[config.mk]
export PLATFORM = sky130hd
export DESIGN_NAME = sched_partial_dispatcher
export DESIGN_NICKNAME = d
export VERILOG_FILES = /design/src/rtl/sched_partial_dispatcher.sv
export SDC_FILE = /design/constraint.sdc
export NUM_CORES = 1
export LEC_CHECK = 0
export CORE_ASPECT_RATIO = 0.7
export CORE_MARGIN = 2
export CORE_UTILIZATION = 40
export DETAILED_ROUTE_END_ITERATION = 7
export MAX_ROUTING_LAYER = met4
export SLEW_MARGIN = 5
export SYNTH_ARGS = -nofsm -noshare
export SYNTH_HDL_FRONTEND = slang
export SYNTH_SLANG_ARGS = --single-unit
[constraint.sdc]
create_clock -name clk -period 18.6 [get_ports clk]
set_clock_uncertainty 0.15 [all_clocks]
set_input_delay 3.72 -clock clk [delete_from_list [all_inputs] [get_ports clk]]
set_output_delay 3.72 -clock clk [all_outputs]
set_load 0.02 [all_outputs]
[src/rtl/sched_partial_dispatcher.sv]
// Dispatcher for one partial-scheduler instance: input FIFO, issue/retry/evict FSM, aging tick.
// Optional: define DISPATCH_STATS_EN to add saturating issue/retry/evict counters.
module sched_partial_dispatcher #(
  parameter int unsigned W           = 59,
  parameter int unsigned DEPTH       = 8,
  parameter int unsigned TICK_PERIOD = 16,
  parameter int unsigned MAX_RETRY   = 3
) (
  input  logic                     clk,
  input  logic                     rst,
  input  logic                     en,
  input  logic                     cfg_action,
  input  logic                     in_valid,
  input  logic [W-2:0]             in_task,
  output logic                     in_ready,
  output logic                     sch_wr,
  output logic [W-2:0]             sch_task,
  output logic                     sch_action,
  output logic                     sch_subtract_en,
  input  logic                     sch_busy_ready,
  input  logic                     sch_v_exch,
  input  logic                     sch_v_active,
  input  logic [W-2:0]             sch_task_exch,
  output logic                     evict_valid,
  output logic [W-2:0]             evict_task,
  output logic                     evict_err,
  input  logic                     evict_ready,
  output logic [$clog2(DEPTH):0]   fifo_count
`ifdef DISPATCH_STATS_EN
  ,
  output logic [15:0]              stat_issued,
  output logic [15:0]              stat_retry,
  output logic [15:0]              stat_evict
`endif
);

  localparam int unsigned TW  = W - 1;
  localparam int unsigned AW  = $clog2(DEPTH);
  localparam int unsigned CW  = AW + 1;
  localparam int unsigned TCW = $clog2(TICK_PERIOD);
  localparam int unsigned RW  = (MAX_RETRY > 0) ? $clog2(MAX_RETRY + 1) : 1;

  typedef enum logic [2:0] {
    IDLE    = 3'd0,
    ISSUE   = 3'd1,
    WAIT_HI = 3'd2,
    WAIT_LO = 3'd3,
    EVICT   = 3'd4
  } state_t;

  state_t          state;
  logic [1:0]      wait_cnt;
  logic [RW-1:0]   retry_cnt;

  logic [TW-1:0]   mem [DEPTH];
  logic [AW-1:0]   wr_ptr;
  logic [AW-1:0]   rd_ptr;
  logic [CW-1:0]   count_nxt;

  logic [TCW-1:0]  tick_cnt;
  logic            tick_pending;

  logic            push;
  logic            pop;
  logic            result_c;
  logic            retry_ok;
  logic            go_issue;
  logic            tick_fire;

  assign sch_action = cfg_action;

  // Decisions shared by the FSM, the FIFO and the tick scheduler.
  always_comb begin
    push      = in_valid && in_ready;
    pop       = (state == IDLE) && en && (fifo_count != '0);
    result_c  = (state == WAIT_LO) && !sch_busy_ready;
    retry_ok  = retry_cnt < RW'(MAX_RETRY);
    go_issue  = pop || (result_c && sch_v_exch && sch_v_active && retry_ok);
    tick_fire = tick_pending && !go_issue;
    count_nxt = fifo_count;
    case ({push, pop})
      2'b10:   count_nxt = fifo_count + CW'(1);
      2'b01:   count_nxt = fifo_count - CW'(1);
      default: count_nxt = fifo_count;
    endcase
  end

  // FIFO storage; contents are don't-care until written.
  always_ff @(posedge clk) begin
    if (push) mem[wr_ptr] <= in_task;
  end

  // FIFO pointers and occupancy; DEPTH is a power of 2 so pointers wrap naturally.
  always_ff @(posedge clk or posedge rst) begin
    if (rst) begin
      wr_ptr     <= '0;
      rd_ptr     <= '0;
      fifo_count <= '0;
      in_ready   <= 1'b1;
    end else begin
      if (push) wr_ptr <= wr_ptr + AW'(1);
      if (pop)  rd_ptr <= rd_ptr + AW'(1);
      fifo_count <= count_nxt;
      in_ready   <= (count_nxt != CW'(DEPTH));
    end
  end

  // Issue / retry / evict sequencer; sch_task doubles as the hold register.
  always_ff @(posedge clk or posedge rst) begin
    if (rst) begin
      state       <= IDLE;
      wait_cnt    <= '0;
      retry_cnt   <= '0;
      sch_wr      <= 1'b0;
      sch_task    <= '0;
      evict_valid <= 1'b0;
      evict_task  <= '0;
      evict_err   <= 1'b0;
    end else begin
      sch_wr <= 1'b0;
      case (state)
        IDLE: begin
          if (pop) begin
            sch_task  <= mem[rd_ptr];
            sch_wr    <= 1'b1;
            retry_cnt <= '0;
            state     <= ISSUE;
          end
        end
        ISSUE: begin
          wait_cnt <= '0;
          state    <= WAIT_HI;
        end
        WAIT_HI: begin
          // A scheduler that never raises busy is treated as already done.
          if (sch_busy_ready || (wait_cnt == 2'd3)) state <= WAIT_LO;
          else wait_cnt <= wait_cnt + 2'd1;
        end
        WAIT_LO: begin
          if (!sch_busy_ready) begin
            if (sch_v_exch && sch_v_active) begin
              if (retry_ok) begin
                retry_cnt <= retry_cnt + RW'(1);
                sch_wr    <= 1'b1;
                state     <= ISSUE;
              end else begin
                evict_valid <= 1'b1;
                evict_task  <= sch_task;
                evict_err   <= 1'b1;
                state       <= EVICT;
              end
            end else if (sch_v_exch) begin
              evict_valid <= 1'b1;
              evict_task  <= sch_task_exch;
              evict_err   <= 1'b0;
              state       <= EVICT;
            end else begin
              state <= IDLE;
            end
          end
        end
        EVICT: begin
          if (evict_ready) begin
            evict_valid <= 1'b0;
            evict_err   <= 1'b0;
            state       <= IDLE;
          end
        end
        default: state <= IDLE;
      endcase
    end
  end

  // Aging tick: one pending at most, held off for the cycle sch_wr is high.
  always_ff @(posedge clk or posedge rst) begin
    if (rst) begin
      tick_cnt        <= '0;
      tick_pending    <= 1'b0;
      sch_subtract_en <= 1'b0;
    end else begin
      tick_cnt        <= (tick_cnt == TCW'(TICK_PERIOD - 1)) ? '0 : tick_cnt + TCW'(1);
      sch_subtract_en <= tick_fire;
      if (tick_cnt == TCW'(TICK_PERIOD - 1)) tick_pending <= 1'b1;
      else if (tick_fire)                    tick_pending <= 1'b0;
    end
  end

`ifdef DISPATCH_STATS_EN
  // Saturating activity counters.
  always_ff @(posedge clk or posedge rst) begin
    if (rst) begin
      stat_issued <= '0;
      stat_retry  <= '0;
      stat_evict  <= '0;
    end else begin
      if ((state == ISSUE) && (stat_issued != 16'hFFFF)) stat_issued <= stat_issued + 16'd1;
      if (result_c && sch_v_exch && sch_v_active && retry_ok && (stat_retry != 16'hFFFF))
        stat_retry <= stat_retry + 16'd1;
      if ((state == EVICT) && evict_ready && (stat_evict != 16'hFFFF))
        stat_evict <= stat_evict + 16'd1;
    end
  end
`endif

endmodule

==> impl_metrics.ini <==
[logic_synthesis]
synth_fa_ha_area_share_pct = 0.427
synth.cell_area_sq_um = 23400
syn_avg_cell_area_sq_um = 18.8
synth-edff-count = 464
yosysSeqAreaShare_pct = 74.7
synth_flop_cell = edfxtp_1
ys_warn_count = 0
synthesis.instances = 1247
synth_top_area_cell = edfxtp_1
synthMuxAreaShare_pct = 16.3
synth_nets = 1380
synth_compound_area_share_pct = 3.36
synthTopCellsByArea = edfxtp_1 59%, dfrtp_1 15%, mux4_2 11%
synthXorXnorAreaFrac_pct = 0.368
yosysUniqueCellTypes = 48
synthArstFlopShare_pct = 23.6
synth_top_area_share_pct = 59.5
synth-simple-area-share_pct = 2.97
synth-seq-cells = 607
synth_top_family_by_area = multiplexers

[cells_and_area]
final_cells = 2310
final_nets = 1631
area_growth_pct = 22.1
regArea_sq_um = 17500
drive_gt1_share_pct = 16.2
multi_input_area_sq_um = 5550
final_core_util_pct = 49.2
fillers = 4818

[sta]
final-setup-viol-count = 0
setup_ws_ps = 11010
tightest_slew_ps = 1120
fmax_mhz = 132
period_minus_slack_ps = 7590
rsz0062_at_grt = false
finalHoldViolations = 0
period_share_pct = 40.8
tns_ps = 0
slew_headroom_pct = 25.2
slew_violations = 0

[setup_path]
path_max_fanout = 1
required_ps = 14730
crit_path_end_kind = primary output
cp-start-kind = input pin
crit_type = in2out
critPathArrivalTime_ps = 3720

[floorplan]
num_io_pins = 251
die-area_sq_um = 60600
start_util_pct = 40.3
die_w_microns = 293
num_rows = 74
core-area_sq_um = 58100
die_h_microns = 207

[hold_path]
hold_class = reg2reg

[drt]
drtPass1Iterations = 5
ant_nets = 0
routed_wl_microns = 50500
drt-initial-drc-count = 854
vias = 11900
remaining_drc_errors = 0
avgViaCountPerCell = 5.14
wire_per_inst_microns = 21.9

[power]
finalPower_w = 0.00450
p_leak_nw = 10.2
ir_drop_v = 0.0000733
cellPowerDensity_nw_per_um2 = 157

[cts]
clock_path_buffers = 3
clkLatencyLatePin_ps = 610
cts-root-buf = clkbuf_16
cts_tree = yes
clock_sinks = 607
cts_setup_buffers = 0
numCtsBuffers = 55
h-tree-depth = 2
hold_buffers = 0
cts-resized-gates = 0
path_clk_slew_ps = 60

[global_routing]
grt-ovfl-total = 0
antenna_found_initial = 5
grt_max_degree = 97
grt_pass1_vias = 12200
grt_pass1_wl_microns = 75800
grt_usage_pct = 17.4

[run]
cap_violations = 0

[place]
placed_cells = 2201
hpwl_microns = 28700
gp_congestion = 0.734
pre_cts_slack_ps = 11010
port_buffers = 248

[run_status]
status = finished, final reports clean
[worst paths after layout]
| check | from | endpoint | slack, ps | depth (start not counted) |
|---|---|---|---|---|
| max | cfg_action | sch_action | 11010 | 0 |
| min | retry_cnt[0] | retry_cnt[0] | 340 | 1 |
| max reg2reg | rd_ptr[1] | sch_task[47] | 15420 | 4 |
| min reg2reg | retry_cnt[0] | retry_cnt[0] | 340 | 1 |
| max in group asynchronous | rst | sch_task[32] | 13400 | 3 |
| min in group asynchronous | rst | evict_task[16] | 3550 | 2 |
[final cells by class]
cell class,count,area share [%]
Inverter,9,0.136
Timing Repair Buffer,266,9.15
Antenna cell,5,0.0437
Clock buffer,80,5.57
Multi-Input combinational cell,559,19.4
Sequential cell,607,61.2
Clock inverter,24,1.16
Tap cell,760,3.32
[power by group]
group	internal, W	leakage (nW)	total, W	switching, W
Combinational	0.000633	3.28	0.00133	0.000701
Sequential	0.00177	5.94	0.00197	0.000194
Clock	0.000706	0.941	0.00120	0.000490
[synth_stat cells (5+ instances only)]
master	instances
a21oi_1	62
buf_2	34
buf_4	5
buf_6	8
clkbuf_1	23
dfrtp_1	142
edfxtp_1	464
ha_1	8
inv_1	8
mux2i_1	117
mux4_2	116
nand2_1	68
nand2b_1	5
nand3_1	6
nor2_1	67
nor3_1	6
o21ai_1	52
o21ai_2	8
xnor2_1	5
[layout by cell type (no fill, tap or decap), types with 5 or more instances in the layout]
cell type,count
nand3_1,6
mux2i_1,117
dfrtp_1,139
a21oi_1,62
nand2_1,67
xnor2_1,5
nand2b_1,5
clkbuf_8,8
diode_2,5
clkinv_2,8
ha_1,8
buf_4,18
clkbuf_16,57
inv_1,7
clkbuf_1,15
bufinv_16,8
mux4_2,116
edfxtp_1,464
o21ai_2,8
clkdlybuf4s50_1,248
nor2_1,64
clkinv_1,5
o21ai_1,52
[registers in the layout, summed over array words and instances (netlist names)]
signal and flops:
evict_err 1, evict_task 58, evict_valid 1, fifo_count 4
in_ready 1, mem 464, rd_ptr 3, retry_cnt 2
sch_subtract_en 1, sch_task 58, sch_wr 1, state 3
tick_cnt 4, tick_pending 1, wait_cnt 2, wr_ptr 3
[metal layers]
metal	share of wire (%)	wire length, microns	GRT usage [%]	up-vias
met5	0	0	-	-
met4	1.3	680	4.03	0
met3	5.1	2550	3.31	49
met2	46	23200	26.0	286
met1	48	24100	24.8	6136
li1	-	-	-	5401
[stage by stage]
stage	hold slack (ps)	area [sq um]
after floorplan	299	23400
after global placement	318	26700
after detailed placement	326	26700
after CTS	337	28600
after global routing	368	28600
final	340	28600
[kinds of logic (layout without fill, tap and decap cells)]
logic type	count (synthesis)	after routing
flip-flops	607	607
multiplexers	236	236
AND/OR/NAND/NOR	165	165
AO/OA/AOI/OAI	141	141
buffers and inverters	81	379
XOR/XNOR	9	9
adder cells (fa/ha/maj)	8	8
other	0	5
No activity file was read; power rests on OpenSTA's default activity.
